--- src/rtl/fifo_stream_reader_pkg.sv ---
// Shared constants for the FIFO stream reader: skid-buffer state
// encoding, counter widths and parameter defaults.
package fifo_stream_reader_pkg;

   typedef enum logic [1:0] {
      SKID_EMPTY = 2'd0,
      SKID_ONE   = 2'd1,
      SKID_TWO   = 2'd2
   } skid_state_e;

   localparam int unsigned BURST_CNT_W   = 16;
   localparam int unsigned BEAT_CNT_W    = 16;
   localparam int unsigned DEF_DATA_W    = 32;
   localparam int unsigned DEF_BURST_LEN = 16;

   // Beat index that closes a full-length burst.
   function automatic logic [BEAT_CNT_W-1:0] last_beat(
      input int unsigned len
   );
      return BEAT_CNT_W'(len - 1);
   endfunction

endpackage

--- src/rtl/fifo_stream_reader_if.sv ---
// Stream bundle between FIFO read side, reader and downstream sink.
// master: the reader (drives o_*); slave: the environment (drives i_*).
interface fifo_stream_reader_if #(
   parameter int unsigned INT_DATA_WIDTH = 32
);
   logic [INT_DATA_WIDTH-1:0] i_data;
   logic                      i_valid;
   logic                      o_ready;
   logic [INT_DATA_WIDTH-1:0] o_data;
   logic                      o_valid;
   logic                      o_last;
   logic                      i_dready;

   modport master (
      input  i_data, i_valid, i_dready,
      output o_ready, o_data, o_valid, o_last
   );

   modport slave (
      output i_data, i_valid, i_dready,
      input  o_ready, o_data, o_valid, o_last
   );
endinterface

--- src/rtl/stream_skid_buf.sv ---
// Two-entry skid buffer (OUT + SKD) with registered in_ready.
// Ports: clk/rst_n, in_* upstream handshake, out_* downstream handshake.
module stream_skid_buf
   import fifo_stream_reader_pkg::*;
#(
   parameter int unsigned WIDTH = DEF_DATA_W
) (
   input  logic             clk,
   input  logic             rst_n,
   input  logic [WIDTH-1:0] in_data,
   input  logic             in_valid,
   output logic             in_ready,
   output logic [WIDTH-1:0] out_data,
   output logic             out_valid,
   input  logic             out_ready
);

   skid_state_e      state_q, state_d;
   logic [WIDTH-1:0] out_q, out_d;
   logic [WIDTH-1:0] skd_q, skd_d;
   logic             rdy_q, rdy_d;
   logic             in_hs;
   logic             out_hs;

   assign out_valid = (state_q != SKID_EMPTY);
   assign out_data  = out_q;
   assign in_ready  = rdy_q;

   always_comb begin
      state_d = state_q;
      out_d   = out_q;
      skd_d   = skd_q;
      in_hs   = in_valid & rdy_q;
      out_hs  = out_valid & out_ready;
      unique case (state_q)
         SKID_EMPTY: begin
            if (in_hs) begin
               out_d   = in_data;
               state_d = SKID_ONE;
            end
         end
         SKID_ONE: begin
            if (in_hs && out_hs) begin
               out_d = in_data;
            end else if (in_hs) begin
               skd_d   = in_data;
               state_d = SKID_TWO;
            end else if (out_hs) begin
               state_d = SKID_EMPTY;
            end
         end
         SKID_TWO: begin
            // in_ready is low here, so only the drain path exists.
            if (out_hs) begin
               out_d   = skd_q;
               state_d = SKID_ONE;
            end
         end
         default: state_d = SKID_EMPTY;
      endcase
      rdy_d = (state_d != SKID_TWO);
   end

   always_ff @(posedge clk or negedge rst_n) begin
      if (!rst_n) begin
         state_q <= SKID_EMPTY;
         out_q   <= '0;
         skd_q   <= '0;
         rdy_q   <= 1'b0;
      end else begin
         state_q <= state_d;
         out_q   <= out_d;
         skd_q   <= skd_d;
         rdy_q   <= rdy_d;
      end
   end

endmodule

--- src/rtl/fifo_stream_reader.sv ---
// Reads a FIFO stream through a skid buffer and cuts it into bursts.
// Ports: rd_clk/rd_rst_n, sif stream bundle, i_flush, o_burst_cnt, o_busy.
module fifo_stream_reader
   import fifo_stream_reader_pkg::*;
#(
   parameter int unsigned INT_DATA_WIDTH = DEF_DATA_W,
   parameter int unsigned INT_BURST_LEN  = DEF_BURST_LEN
) (
   input  logic                   rd_clk,
   input  logic                   rd_rst_n,
   fifo_stream_reader_if.master   sif,
   input  logic                   i_flush,
   output logic [BURST_CNT_W-1:0] o_burst_cnt,
   output logic                   o_busy
);

   localparam logic [BEAT_CNT_W-1:0] LAST_BEAT =
      last_beat(INT_BURST_LEN);

   logic                   valid;
   logic                   last;
   logic                   out_hs;
   logic [BEAT_CNT_W-1:0]  beat_q, beat_d;
   logic                   flush_q, flush_d;
   logic [BURST_CNT_W-1:0] bcnt_q, bcnt_d;

   stream_skid_buf #(
      .WIDTH(INT_DATA_WIDTH)
   ) u_skid (
      .clk      (rd_clk),
      .rst_n    (rd_rst_n),
      .in_data  (sif.i_data),
      .in_valid (sif.i_valid),
      .in_ready (sif.o_ready),
      .out_data (sif.o_data),
      .out_valid(valid),
      .out_ready(sif.i_dready)
   );

   assign last        = (beat_q == LAST_BEAT) | flush_q;
   assign out_hs      = valid & sif.i_dready;
   assign sif.o_valid = valid;
   assign sif.o_last  = last;
   assign o_busy      = valid;
   assign o_burst_cnt = bcnt_q;

   always_comb begin
      beat_d  = beat_q;
      flush_d = flush_q;
      bcnt_d  = bcnt_q;
      if (out_hs) begin
         if (last) begin
            beat_d  = '0;
            bcnt_d  = bcnt_q + BURST_CNT_W'(1);
            flush_d = 1'b0;
         end else begin
            beat_d = beat_q + BEAT_CNT_W'(1);
         end
      end
      // A new flush wins over the clear, so it closes the next burst.
      if (i_flush) begin
         flush_d = 1'b1;
      end
   end

   always_ff @(posedge rd_clk or negedge rd_rst_n) begin
      if (!rd_rst_n) begin
         beat_q  <= '0;
         flush_q <= 1'b0;
         bcnt_q  <= '0;
      end else begin
         beat_q  <= beat_d;
         flush_q <= flush_d;
         bcnt_q  <= bcnt_d;
      end
   end

endmodule

--- src/flat_wrapper.sv ---
// flat-port wrapper written by rule: the top's interface ports become plain ports
module fifo_stream_reader_flat import fifo_stream_reader_pkg::*;
#(
   parameter int unsigned INT_DATA_WIDTH = DEF_DATA_W,
   parameter int unsigned INT_BURST_LEN  = DEF_BURST_LEN
)
  (rd_clk, rd_rst_n, i_flush, o_burst_cnt, o_busy, sif_i_data, sif_i_valid, sif_i_dready, sif_o_ready, sif_o_data, sif_o_valid, sif_o_last);
  fifo_stream_reader_if #(.INT_DATA_WIDTH(INT_DATA_WIDTH)) sif_i ();
  input  logic rd_clk;
  input  logic rd_rst_n;
  input  logic i_flush;
  output logic [BURST_CNT_W-1:0] o_burst_cnt;
  output logic o_busy;
  input wire logic [$bits(sif_i.i_data)-1:0] sif_i_data;
  input wire logic [$bits(sif_i.i_valid)-1:0] sif_i_valid;
  input wire logic [$bits(sif_i.i_dready)-1:0] sif_i_dready;
  output wire logic [$bits(sif_i.o_ready)-1:0] sif_o_ready;
  output wire logic [$bits(sif_i.o_data)-1:0] sif_o_data;
  output wire logic [$bits(sif_i.o_valid)-1:0] sif_o_valid;
  output wire logic [$bits(sif_i.o_last)-1:0] sif_o_last;
  assign sif_i.i_data = sif_i_data;
  assign sif_i.i_valid = sif_i_valid;
  assign sif_i.i_dready = sif_i_dready;
  assign sif_o_ready = sif_i.o_ready;
  assign sif_o_data = sif_i.o_data;
  assign sif_o_valid = sif_i.o_valid;
  assign sif_o_last = sif_i.o_last;
  fifo_stream_reader #(.INT_DATA_WIDTH(INT_DATA_WIDTH), .INT_BURST_LEN(INT_BURST_LEN)) u_core (.rd_clk(rd_clk), .rd_rst_n(rd_rst_n), .sif(sif_i), .i_flush(i_flush), .o_burst_cnt(o_burst_cnt), .o_busy(o_busy));
endmodule
--- config.mk ---
export PLATFORM = sky130hd
export DESIGN_NAME = fifo_stream_reader_flat
export DESIGN_NICKNAME = d
export VERILOG_FILES = /design/src/rtl/fifo_stream_reader_pkg.sv /design/src/rtl/fifo_stream_reader_if.sv /design/src/rtl/stream_skid_buf.sv /design/src/rtl/fifo_stream_reader.sv /design/src/flat_wrapper.sv
export SDC_FILE = /design/constraint.sdc
export NUM_CORES = 1
export LEC_CHECK = 0
export ABC_AREA = 0
export BUFFER_PORTS_ARGS = -buffer_cell sky130_fd_sc_hd__clkbuf_2
export CORE_UTILIZATION = 35
export CTS_CLUSTER_DIAMETER = 150
export DETAILED_ROUTE_END_ITERATION = 6
export SETUP_SLACK_MARGIN = 0.5
export SKIP_CTS_REPAIR_TIMING = 1
export SLEW_MARGIN = 0
export SYNTH_ARGS = -nofsm -noshare
export SYNTH_HDL_FRONTEND = slang
export SYNTH_HIERARCHICAL = 1
export SYNTH_SLANG_ARGS = --single-unit
--- constraint.sdc ---
create_clock -name rd_clk -period 3.55 [get_ports rd_clk]
set_clock_uncertainty 0.15 [all_clocks]
set_input_delay 0.71 -clock rd_clk [delete_from_list [all_inputs] [get_ports rd_clk]]
set_output_delay 0.71 -clock rd_clk [all_outputs]
set_load 0.02 [all_outputs]
# [Word-level counts from Yosys, hierarchy flattened]
# Index checks and enable logic that the tools add are counted.
[op_classes] mux=14 eq_ne=7 addsub=2 reduce_logical=10 n_bitwise=4
[ops] cell="2-to-1 mux 32 bit" count=3
[ops] cell="case mux 32 bit (3 select lines)" count=1
[ops] cell="adder 16 x 1 -> 16 bit (second input constant)" count=2
[ops] cell="== test 16 x 4 -> 1 bit (second input constant)" count=1
[ops] cell="2-to-1 mux 16 bit" count=1
[ops] cell="2-to-1 mux 2 bit" count=5
[ops] cell="inequality test 2 bit (second input constant)" count=3
[ops] cell="case mux 2 bit (3 select lines)" count=1
[ops] cell="nonzero test 2 bit" count=3
[ops] cell="AND reduction 2 bit" count=2
[ops] cell="AND reduction 4 bit" count=1
[ops] cell="2-to-1 mux 1 bit" count=3
[ops] cell="AND reduction 3 bit" count=1
[ops] cell="nonzero test 3 bit" count=1
[ops] cell="AND 1 bit" count=2
[ops] cell="== test 2 x 1 -> 1 bit (second input constant)" count=1
[ops] cell="== test 2 bit (second input constant)" count=1
[ops] cell="zero test 2 bit" count=1
[ops] cell="inequality test 2 x 1 -> 1 bit (second input constant)" count=1
[ops] cell="logical AND 1 bit" count=1
[ops] cell="inverter 1 bit" count=1
[ops] cell="bitwise OR 1 bit" count=1
[totals] regBits=100 out_inout_bits=52 elab_cells=44 input_bits=37

# [Longest topological paths before layout]
[logic_depth] ltp_word=7 ltp_mapped=8 depth_no_buf=5

# [Cells and area by module]
# Netlist, hierarchy kept.
[modules_own_cells] module="stream_skid_buf" instances=1 area_each_um2=2934.1 cells_each=186 seq_area_each_um2=1676.6
[modules_own_cells] module="fifo_stream_reader" instances=1 area_each_um2=1669.1 cells_each=165 seq_area_each_um2=825.8

# [Worst setup path after synthesis]
# Ideal clock, no wire load.
[synth_path] kind="reg2out" from="register u_core.beat_q[0]" to="output sif_o_last" path_slack_ns=1.374 path_buffers=2 t_arrival_ns=1.316 required_time_ns=2.690 stages_incl_launch_ff=6 path_cell_list="dfrtp_1 ha_1 nor4bb_1 a41o_1 buf_4 buf_4"
[synth_via] elab_chain_cells=2
[synth_lines] item="start, declared" line_no="fifo_stream_reader.sv:23" text="logic [BEAT_CNT_W-1:0] beat_q, beat_d;"
[synth_lines] item="start signal, assigned" line_no="fifo_stream_reader.sv:72" text="beat_q <= beat_d;"
[synth_lines] item="== test 16 x 4 -> 1 bit" line_no="fifo_stream_reader.sv:40" text="assign last = (beat_q == LAST_BEAT) | flush_q;"
[synth_lines] item="bitwise OR 1 bit" line_no="fifo_stream_reader.sv:40"
[synth_lines] item="end, declared" line_no="flat_wrapper.sv:20" text="output wire logic [$bits(sif_i.o_last)-1:0] sif_o_last;"
# Every way passes these cells.

# [Worst setup path in the final report]
# Same ends and word-level chain as after synthesis.

==> results.json <==
{
  "status": "complete, no violations",
  "fin_nets": 480,
  "h-tree-depth": 3,
  "whs_ns": 0.2238,
  "layout_worst_path_cycle_share": 0.7647,
  "ys.flop_type": "dfrtp_1",
  "viasPerCell": 4.843,
  "die_h_um": 116.7,
  "critical_path_required_ns": 2.69,
  "fillers": 1243,
  "first_iter_violations": 137,
  "die_area_um2": 13610,
  "worstSetupEndpointType": "output port",
  "ir_drop_mv": 0.2732,
  "grt_max_degree": 53,
  "max-clock-path-buffers": 2,
  "cp-start-kind": "register",
  "syn_nets": 390,
  "port_buffers": 88,
  "slew_headroom": 0.5213,
  "cts_tree": "built",
  "yosysWarnings": 6,
  "start_util": 0.3618,
  "area_growth_syn_to_layout_pct": 21.31,
  "path_class": "reg -> out",
  "max_freq_mhz": 368.4,
  "grt_overflow": 0,
  "powerDensity_nw_per_um2": 781.4,
  "clk_latency_ns": 0.34,
  "hold_viol": 0,
  "track_usage": 0.1473,
  "syn_inst": 351,
  "worstPathArrival_ns": 1.85,
  "post-route-min-period_ns": 2.715,
  "drv_slew": 0,
  "cts_num_sinks": 100,
  "ys_seq_area_frac": 0.5436,
  "core_area_um2": 12720,
  "diodes": 0,
  "drive_gt1_frac": 0.4843,
  "post-dp-hpwl_um": 6149,
  "antenna_found_initial": 0,
  "p_leak_nw": 2.454,
  "final_core_util": 0.4389,
  "synth_edf_count": 0,
  "synth-seq-cells": 100,
  "dpl_cell_area_um2": 5236,
  "pin_count": 89,
  "wl_per_cell_um": 14.72,
  "core.rowCount": 41,
  "async_reset_ff_frac": 1.000,
  "fp.dieW_um": 116.7,
  "setup_violations": 0,
  "dr.pass1.iters": 4,
  "grt_pass1_wl_um": 15120,
  "hold_path_class": "in -> async",
  "rsz0062_at_grt": "false",
  "tns_ns": 0,
  "path_clk_slew_ns": 0.07,
  "routed_wl_um": 9098,
  "ant_nets": 0,
  "final_cell_area_um2": 5584,
  "critPathMaxFanout": 19,
  "root_buffer": "clkbuf_16",
  "vias": 2993,
  "place.gp.congestion": 0.7267,
  "drcViolationCount": 0,
  "grt_pass1_vias": 2983,
  "syn-cell-area_um2": 4603,
  "worst_pin_slew_ns": 0.7125,
  "cts-buffers-inserted": 9,
  "ys_types": 37,
  "cap_viol_max_count": 0,
  "synth.avg_cell_area_um2": 13.11
}
## cells by family (layout without fill, tap and decap cells)
group,Yosys count,after routing,synth area share
muxes,98,98,0.2395
DFF,100,100,0.5436
xor gates and xnor gates,26,26,0.04947
AOI/OAI and AO/OA,11,11,0.01903
adders and majority gates,2,2,0.005435
buffers and inverters,22,117,0.02936
and+or+nand+nor,92,92,0.1136
## cell type report
cell class,count,area (um2),share of cell area
clock inverters,6,108.9,0.01949
clock buffers,10,239.0,0.04280
flip-flops and latches,100,2502,0.4481
multi-input cells,229,1988,0.3560
repair buffers,95,508.0,0.09097
well taps,172,215.2,0.03854
inverters,6,22.52,0.004033
## critical path, cell delays in order (launching register included)
cell      delay [ns]
dfrtp_1         0.43
ha_1            0.25
nor4bb_1        0.22
a41o_1          0.19
buf_4           0.22
clkbuf_2        0.20
## stage by stage
step | std cells | worst slack, ns | total power, W
global route | 618 | 0.6466 | 0.004643
CTS | 618 | 0.8059 | 0.004448
floorplan | 351 | 1.374 | 0.002822
finish | 618 | 0.8352 | 0.004363
global placement | 602 | 1.135 | 0.003227
detailed placement | 602 | 1.101 | 0.003287
## Yosys cell counts (2+ instances only)
library cell | number | area, um2
dfrtp_1 | 100 | 2502
mux2_2 | 96 | 1081
nor2_1 | 23 | 86.33
xnor2_1 | 23 | 201.4
buf_4 | 14 | 105.1
nand2_1 | 13 | 48.80
nand3_1 | 11 | 55.05
nand4_1 | 10 | 62.56
nor3_1 | 8 | 40.04
inv_1 | 6 | 22.52
nor4_1 | 6 | 37.54
and3_1 | 4 | 25.02
a21o_1 | 3 | 22.52
and2_1 | 3 | 18.77
xor2_1 | 3 | 26.28
clkbuf_1 | 2 | 7.510
ha_1 | 2 | 25.02
nand4b_1 | 2 | 17.52
nor2b_1 | 2 | 12.51
o21ai_0 | 2 | 10.01
o31ai_1 | 2 | 15.01
## flip-flops by register name, indices dropped and copies added, names as in the netlist
signal,cells
u_core/u_skid/out_data,32
u_core/u_skid/in_ready,1
u_core/o_burst_cnt,16
u_core/flush_q,1
u_core/u_skid/skd_q,32
u_core/u_skid/state_q,2
u_core/beat_q,16
## cells in the final DEF, fill, tap and decap left out, drive strengths merged, types with 3 or more instances in the layout
cell / n
clkbuf: 97
inv: 7
buf: 8
dfrtp: 100
xor2: 3
mux2: 97
nand3: 12
nor4: 6
nor2: 23
nand2: 13
xnor2: 23
and3: 4
and2: 3
nor3: 8
bufinv: 3
nand4: 11
a21o: 3
## routing by layer
metal | vias up | wire length, um | global-route usage
met2 | 63 | 4394 | 0.2331
li1 | 1423 | - | -
met3 | 14 | 374 | 0.03269
met1 | 1493 | 4142 | 0.1894
met4 | 0 | 187 | 0.07595
met5 | - | 0 | 0
## where the power goes
part	internal [W]	total (W)	switching [W]
Clock	0.000708	0.00113	0.000420
Combinational	0.000672	0.00142	0.000752
Sequential	0.00156	0.00181	0.000247
## final timing paths
kind / start / end / slack (ns) / depth (start not counted)
worst max-delay path: u_core/beat_q[0] / sif_o_last / 0.84 / 5
worst min-delay path: rd_rst_n / u_core/u_skid/skd_q[30] / 0.22 / 1
worst max register to register: u_core/u_skid/state_q[1] / u_core/beat_q[13] / 1.13 / 5
worst min register to register: u_core/o_burst_cnt[15] / u_core/o_burst_cnt[15] / 0.33 / 1
max in group asynchronous: rd_rst_n / u_core/u_skid/out_data[9] / 2.29 / 2
min in group rd_clk: u_core/o_burst_cnt[15] / u_core/o_burst_cnt[15] / 0.33 / 1
(Power assumes the default switching activity.)
